`src/rtl/ram_port_arbiter.sv`:
```
// ram_port_arbiter: shares the RAM command port between the SPI command
// stream and a host port; SPI address/data pairs stay atomic under a lock.
module ram_port_arbiter #(
  parameter int ADDR_SIZE = 8,
  parameter int TIMEOUT   = 255
) (
  input  logic                 clk,
  input  logic                 rst,
  input  logic [ADDR_SIZE+1:0] spi_din,
  input  logic                 spi_valid,
  output logic                 spi_ready,
  output logic [ADDR_SIZE-1:0] spi_dout,
  output logic                 spi_dout_valid,
  input  logic                 host_valid,
  input  logic                 host_we,
  input  logic [ADDR_SIZE-1:0] host_addr,
  input  logic [ADDR_SIZE-1:0] host_wdata,
  output logic                 host_ready,
  output logic [ADDR_SIZE-1:0] host_rdata,
  output logic                 host_rvalid,
  output logic                 host_err,
  output logic [ADDR_SIZE+1:0] ram_din,
  output logic                 ram_rx_valid,
  input  logic [ADDR_SIZE-1:0] ram_dout,
  input  logic                 ram_tx_valid,
  output logic                 timeout_pulse
);

  localparam int CW = ADDR_SIZE + 2;
  localparam int TW = $clog2(TIMEOUT);

  localparam logic [1:0] OP_WA = 2'b00;
  localparam logic [1:0] OP_WD = 2'b01;
  localparam logic [1:0] OP_RA = 2'b10;
  localparam logic [1:0] OP_RD = 2'b11;

  typedef enum logic [2:0] {
    IDLE,
    SPI_LOCK,
    SPI_RD_WAIT,
    HOST_A,
    HOST_D,
    HOST_RD_WAIT
  } state_t;

  state_t state, state_nx;

  logic [TW-1:0]        cnt, cnt_nx;
  logic                 last_spi, last_spi_nx;
  logic                 h_we, h_we_nx;
  logic [ADDR_SIZE-1:0] h_wdata, h_wdata_nx;

  logic [CW-1:0]        din_nx;
  logic                 rxv_nx;
  logic [ADDR_SIZE-1:0] sdo_nx;
  logic                 sdv_nx;
  logic [ADDR_SIZE-1:0] hrd_nx;
  logic                 hrv_nx;
  logic                 herr_nx;
  logic                 tp_nx;

  logic       spi_fire;
  logic       host_fire;
  logic       tmo;
  logic [1:0] op;

  assign op = spi_din[CW-1 -: 2];

  // Ready does not depend on the port's own valid, only on the rival's.
  assign spi_ready  = (state == IDLE && (!host_valid || !last_spi))
                   || state == SPI_LOCK;
  assign host_ready = state == IDLE && (!spi_valid || last_spi);

  assign spi_fire  = spi_valid && spi_ready;
  assign host_fire = host_valid && host_ready;
  assign tmo       = cnt == TW'(TIMEOUT - 1);

  always_comb begin
    state_nx    = state;
    cnt_nx      = cnt;
    last_spi_nx = last_spi;
    h_we_nx     = h_we;
    h_wdata_nx  = h_wdata;
    din_nx      = ram_din;
    rxv_nx      = 1'b0;
    sdo_nx      = spi_dout;
    sdv_nx      = 1'b0;
    hrd_nx      = host_rdata;
    hrv_nx      = 1'b0;
    herr_nx     = 1'b0;
    tp_nx       = 1'b0;
    unique case (state)
      IDLE: begin
        if (spi_fire) begin
          din_nx      = spi_din;
          rxv_nx      = 1'b1;
          last_spi_nx = 1'b1;
          cnt_nx      = '0;
          unique case (op)
            OP_WA, OP_RA: state_nx = SPI_LOCK;
            OP_WD:        state_nx = IDLE;
            OP_RD:        state_nx = SPI_RD_WAIT;
          endcase
        end else if (host_fire) begin
          h_we_nx     = host_we;
          h_wdata_nx  = host_wdata;
          din_nx      = {host_we ? OP_WA : OP_RA, host_addr};
          rxv_nx      = 1'b1;
          last_spi_nx = 1'b0;
          state_nx    = HOST_A;
        end
      end
      SPI_LOCK: begin
        if (spi_fire) begin
          din_nx = spi_din;
          rxv_nx = 1'b1;
          cnt_nx = '0;
          unique case (op)
            OP_WA, OP_RA: state_nx = SPI_LOCK;
            OP_WD:        state_nx = IDLE;
            OP_RD:        state_nx = SPI_RD_WAIT;
          endcase
        end else if (tmo) begin
          tp_nx    = 1'b1;
          state_nx = IDLE;
        end else begin
          cnt_nx = cnt + TW'(1);
        end
      end
      SPI_RD_WAIT: begin
        if (ram_tx_valid) begin
          sdo_nx   = ram_dout;
          sdv_nx   = 1'b1;
          state_nx = IDLE;
        end else if (tmo) begin
          tp_nx    = 1'b1;
          state_nx = IDLE;
        end else begin
          cnt_nx = cnt + TW'(1);
        end
      end
      HOST_A: begin
        din_nx   = h_we ? {OP_WD, h_wdata} : {OP_RD, {ADDR_SIZE{1'b0}}};
        rxv_nx   = 1'b1;
        state_nx = HOST_D;
      end
      HOST_D: begin
        cnt_nx   = '0;
        state_nx = h_we ? IDLE : HOST_RD_WAIT;
      end
      HOST_RD_WAIT: begin
        if (ram_tx_valid) begin
          hrd_nx   = ram_dout;
          hrv_nx   = 1'b1;
          state_nx = IDLE;
        end else if (tmo) begin
          hrd_nx   = '0;
          hrv_nx   = 1'b1;
          herr_nx  = 1'b1;
          tp_nx    = 1'b1;
          state_nx = IDLE;
        end else begin
          cnt_nx = cnt + TW'(1);
        end
      end
      default: state_nx = IDLE;
    endcase
  end

  always_ff @(posedge clk) begin
    if (rst) begin
      state          <= IDLE;
      cnt            <= '0;
      last_spi       <= 1'b0;
      h_we           <= 1'b0;
      h_wdata        <= '0;
      ram_din        <= '0;
      ram_rx_valid   <= 1'b0;
      spi_dout       <= '0;
      spi_dout_valid <= 1'b0;
      host_rdata     <= '0;
      host_rvalid    <= 1'b0;
      host_err       <= 1'b0;
      timeout_pulse  <= 1'b0;
    end else begin
      state          <= state_nx;
      cnt            <= cnt_nx;
      last_spi       <= last_spi_nx;
      h_we           <= h_we_nx;
      h_wdata        <= h_wdata_nx;
      ram_din        <= din_nx;
      ram_rx_valid   <= rxv_nx;
      spi_dout       <= sdo_nx;
      spi_dout_valid <= sdv_nx;
      host_rdata     <= hrd_nx;
      host_rvalid    <= hrv_nx;
      host_err       <= herr_nx;
      timeout_pulse  <= tp_nx;
    end
  end

endmodule
```
`config.mk`:
```
export PLATFORM = sky130hd
export DESIGN_NAME = ram_port_arbiter
export DESIGN_NICKNAME = d
export VERILOG_FILES = /design/src/rtl/ram_port_arbiter.sv
export SDC_FILE = /design/constraint.sdc
export NUM_CORES = 1
export LEC_CHECK = 0
export CORE_UTILIZATION = 38
export DETAILED_ROUTE_END_ITERATION = 7
export PLACE_DENSITY = 0.63
export SETUP_SLACK_MARGIN = 0.2
export SLEW_MARGIN = 0
export SYNTH_ARGS = -nofsm -noshare
export SYNTH_HDL_FRONTEND = slang
export SYNTH_SLANG_ARGS = --single-unit
```
`constraint.sdc`:
```
create_clock -name clk -period 4.9 [get_ports clk]
set_input_delay 0.98 -clock clk [delete_from_list [all_inputs] [get_ports clk]]
set_output_delay 0.98 -clock clk [all_outputs]
set_load 0.01 [all_outputs]
```
==> metrics.txt <==
outcome completed; Skew-Pair Late Insertion Delay 0.31 ns; Die Ht 81.5 um; largest net degree at the start of global routing 37; RR Endpoint state[1]; Overall Power 1.06 mW; PostCTS Resize Cnt 0; full die area 6640 um2; Clk pwr share 24.4%; Worst path depth 4; Worst Path Max Fanout 4; post-layout min period 3.42 ns; FF+latch count, synth 52; fmax 0.292 GHz; min-delay src spi_dout[1]; CP Class in -> out; post-route setup slack 1.48 ns; Final Util 54.0%; port buffer count 72; Vias per Instance 5.41; most common cell after layout, fill and taps aside clkdlybuf4s50_1; placed instance count 410; vias in the first global route 2047; Clock Path Buffers 2; share of the yosys chip area belonging to registers 43.4%; syn avg cell area 8.54 um2; syn nets 323; cell area after synthesis 2400 um2; yosys warns 0; Fillers 572; Clock Pin Slew Worst Setup and Hold Paths 0.09 ns; CTS tree built; Max VDD drop 146 uV; antenna diode count 0; I/O pins 73; path depth of the worst reg2reg path 5; reg2reg setup slack 2.76 ns; routed vias 2260; Hold Crit Class reg -> reg; Worst Setup End Kind output port; Critical Path AT 2.44 ns; Final ANT Viol Nets 0; pwr/cell area 329 nW/um2; Comb power frac 28.5%; Worst Tran Pin Value 0.936 ns; Internal Power 0.732 mW; routability cong. 0.795; DRC 0; Area after DPL 3140 um2; Post-synth EDFFs 0; Primary FF master, synth dfxtp_1; first-pass GRT wire length 9880 um; routed len/inst 14.6 um; largest stage delay on the critical path 0.58 ns; crit-path leading delay family buffers and inverters; Crit path buffers/inverters 2; Critical path origin host_valid; cts hold-fix bufs 0; Final Skew 0.00296 ns; Psw 0.332 mW; most frequent CP cell clkdlybuf4s50_1; CTS buffer count 5; GR Util All Layers 19.3%; Fin Hold WS 0.460 ns; H-Tree Depth 2; dpl hpwl 4320 um; most frequent cells in the layout 72 x clkdlybuf4s50_1, 52 x dfxtp_1, 40 x nand2_1; Setup TNS 0 ns; Worst Setup Start Kind primary input; final std cells w/o fill 418; total gr overflow 0; fin nets 384; Critical R2R Launch cnt[0]; CP endpoint spi_ready; setup slack after placement 1.49 ns; WL final 6100 um; Post-CTS Setup Bufs 0; slew margin rel. 36.8%; DRT iter0 DRCs 114; final instance area 3240 um2; Hold Vio Cnt, Final 0; synth unique cells 45; RSZ-0062 raised after global routing false; total core area 5990 um2; Synth Instances 281; Initial Utilization 40.1%; switching share of power 31.2%; Final Cycle Share 69.9%; initial antenna violation count 0; Slew Viols, Final 0; area grow syn2layout 34.8%; register share of total power 47.1%; slowest CP cell clkdlybuf4s50_1; critical path cell sequence clkdlybuf4s50_1 > nor2b_1 > a21oi_1 > clkdlybuf4s50_1; LEAKAGE 1.14 nW; Final setup viols 0; Die W 81.5 um; row count 28; proportion of layout cells with a drive suffix above 1 4.96%; max-cap violations 0; first-pass detailed-route iteration total 4; Post-synth ARST share 0%; clock root cell clkbuf_8; Worst EP required 3.92 ns; clock sink count 52
[final cells by class]
class / instances / area, um2 / share of cell area [%]
inverters: 10 / 37.5 / 1.16
multi-input cells: 199 / 1230 / 38.0
repair buffers: 74 / 736 / 22.7
well taps: 75 / 93.8 / 2.90
clock buffers: 6 / 82.6 / 2.55
clock inverters: 2 / 15.0 / 0.464
flip-flops and latches: 52 / 1040 / 32.2
[how the worst min path moves through the flow]
stage                  endpoint  slack, ns  cells after the start
floorplan            h_wdata[7]       0.46                      2
global placement    spi_dout[6]       0.44                      2
detailed placement  spi_dout[1]       0.45                      2
CTS                 spi_dout[1]       0.46                      2
global route        spi_dout[7]       0.48                      2
finish              spi_dout[1]       0.46                      2
[layer usage]
layer	global-route usage, %	up-vias	share of wire [%]
li1	-	1147	-
met1	26.0	1039	48
met2	31.3	71	45
met3	4.44	3	6.4
met4	4.29	0	0.62
met5	0	-	0
[power groups by stage]
stage                     Combinational (mW)  Clock, mW  Sequential [mW]
after global routing                   0.334      0.284            0.509
after detailed placement               0.303          0            0.511
final                                  0.303      0.259            0.502
after global placement                 0.302          0            0.511
after CTS                              0.305      0.271            0.501
after floorplan                        0.189          0            0.500
[cell usage after synthesis, drive strengths merged, types with 5 or more instances]
cell | instances | share of area (%)
dfxtp | 52 | 43
nand2 | 40 | 6.3
a21oi | 33 | 7.0
o21ai | 17 | 3.5
nor2 | 15 | 2.3
clkbuf | 12 | 1.9
a32o | 9 | 3.8
inv | 9 | 1.4
mux2i | 9 | 3.8
a2bb2oi | 8 | 2.9
buf | 8 | 1.9
o21bai | 8 | 2.5
nand3 | 6 | 1.3
nand4 | 5 | 1.3
nor3 | 5 | 1.0
[logic make-up (layout without fill, tap and decap cells)]
| logic type | count (synthesis) | in the layout | share of synthesized area (%) |
|---|---|---|---|
| multiplexers | 9 | 9 | 3.75 |
| adder cells (fa/ha/maj) | 2 | 2 | 1.04 |
| buffers and inverters | 30 | 92 | 5.42 |
| flip-flops | 52 | 52 | 43.4 |
| AND/OR/NAND/NOR | 91 | 91 | 17.8 |
| AO/OA/AOI/OAI | 97 | 97 | 28.6 |
[flip-flops by register name, summed over array words and instances, names as in the netlist, 3 cells and up]
| signal | count |
|---|---|
| host_rdata | 8 |
| spi_dout | 8 |
| h_wdata | 8 |
| cnt | 8 |
| ram_din | 10 |
| state | 3 |
[worst reg2reg max path: cells and delay by family, from the launching register on]
kind / cells / cell delay, ns
AO/OA/AOI/OAI: 2 / 1.07
adder cells (fa/ha/maj): 1 / 0.25
buffers and inverters: 1 / 0.10
flip-flops: 1 / 0.48
AND/OR/NAND/NOR: 1 / 0.15
Note: power is estimated with default switching activity, not from simulation.
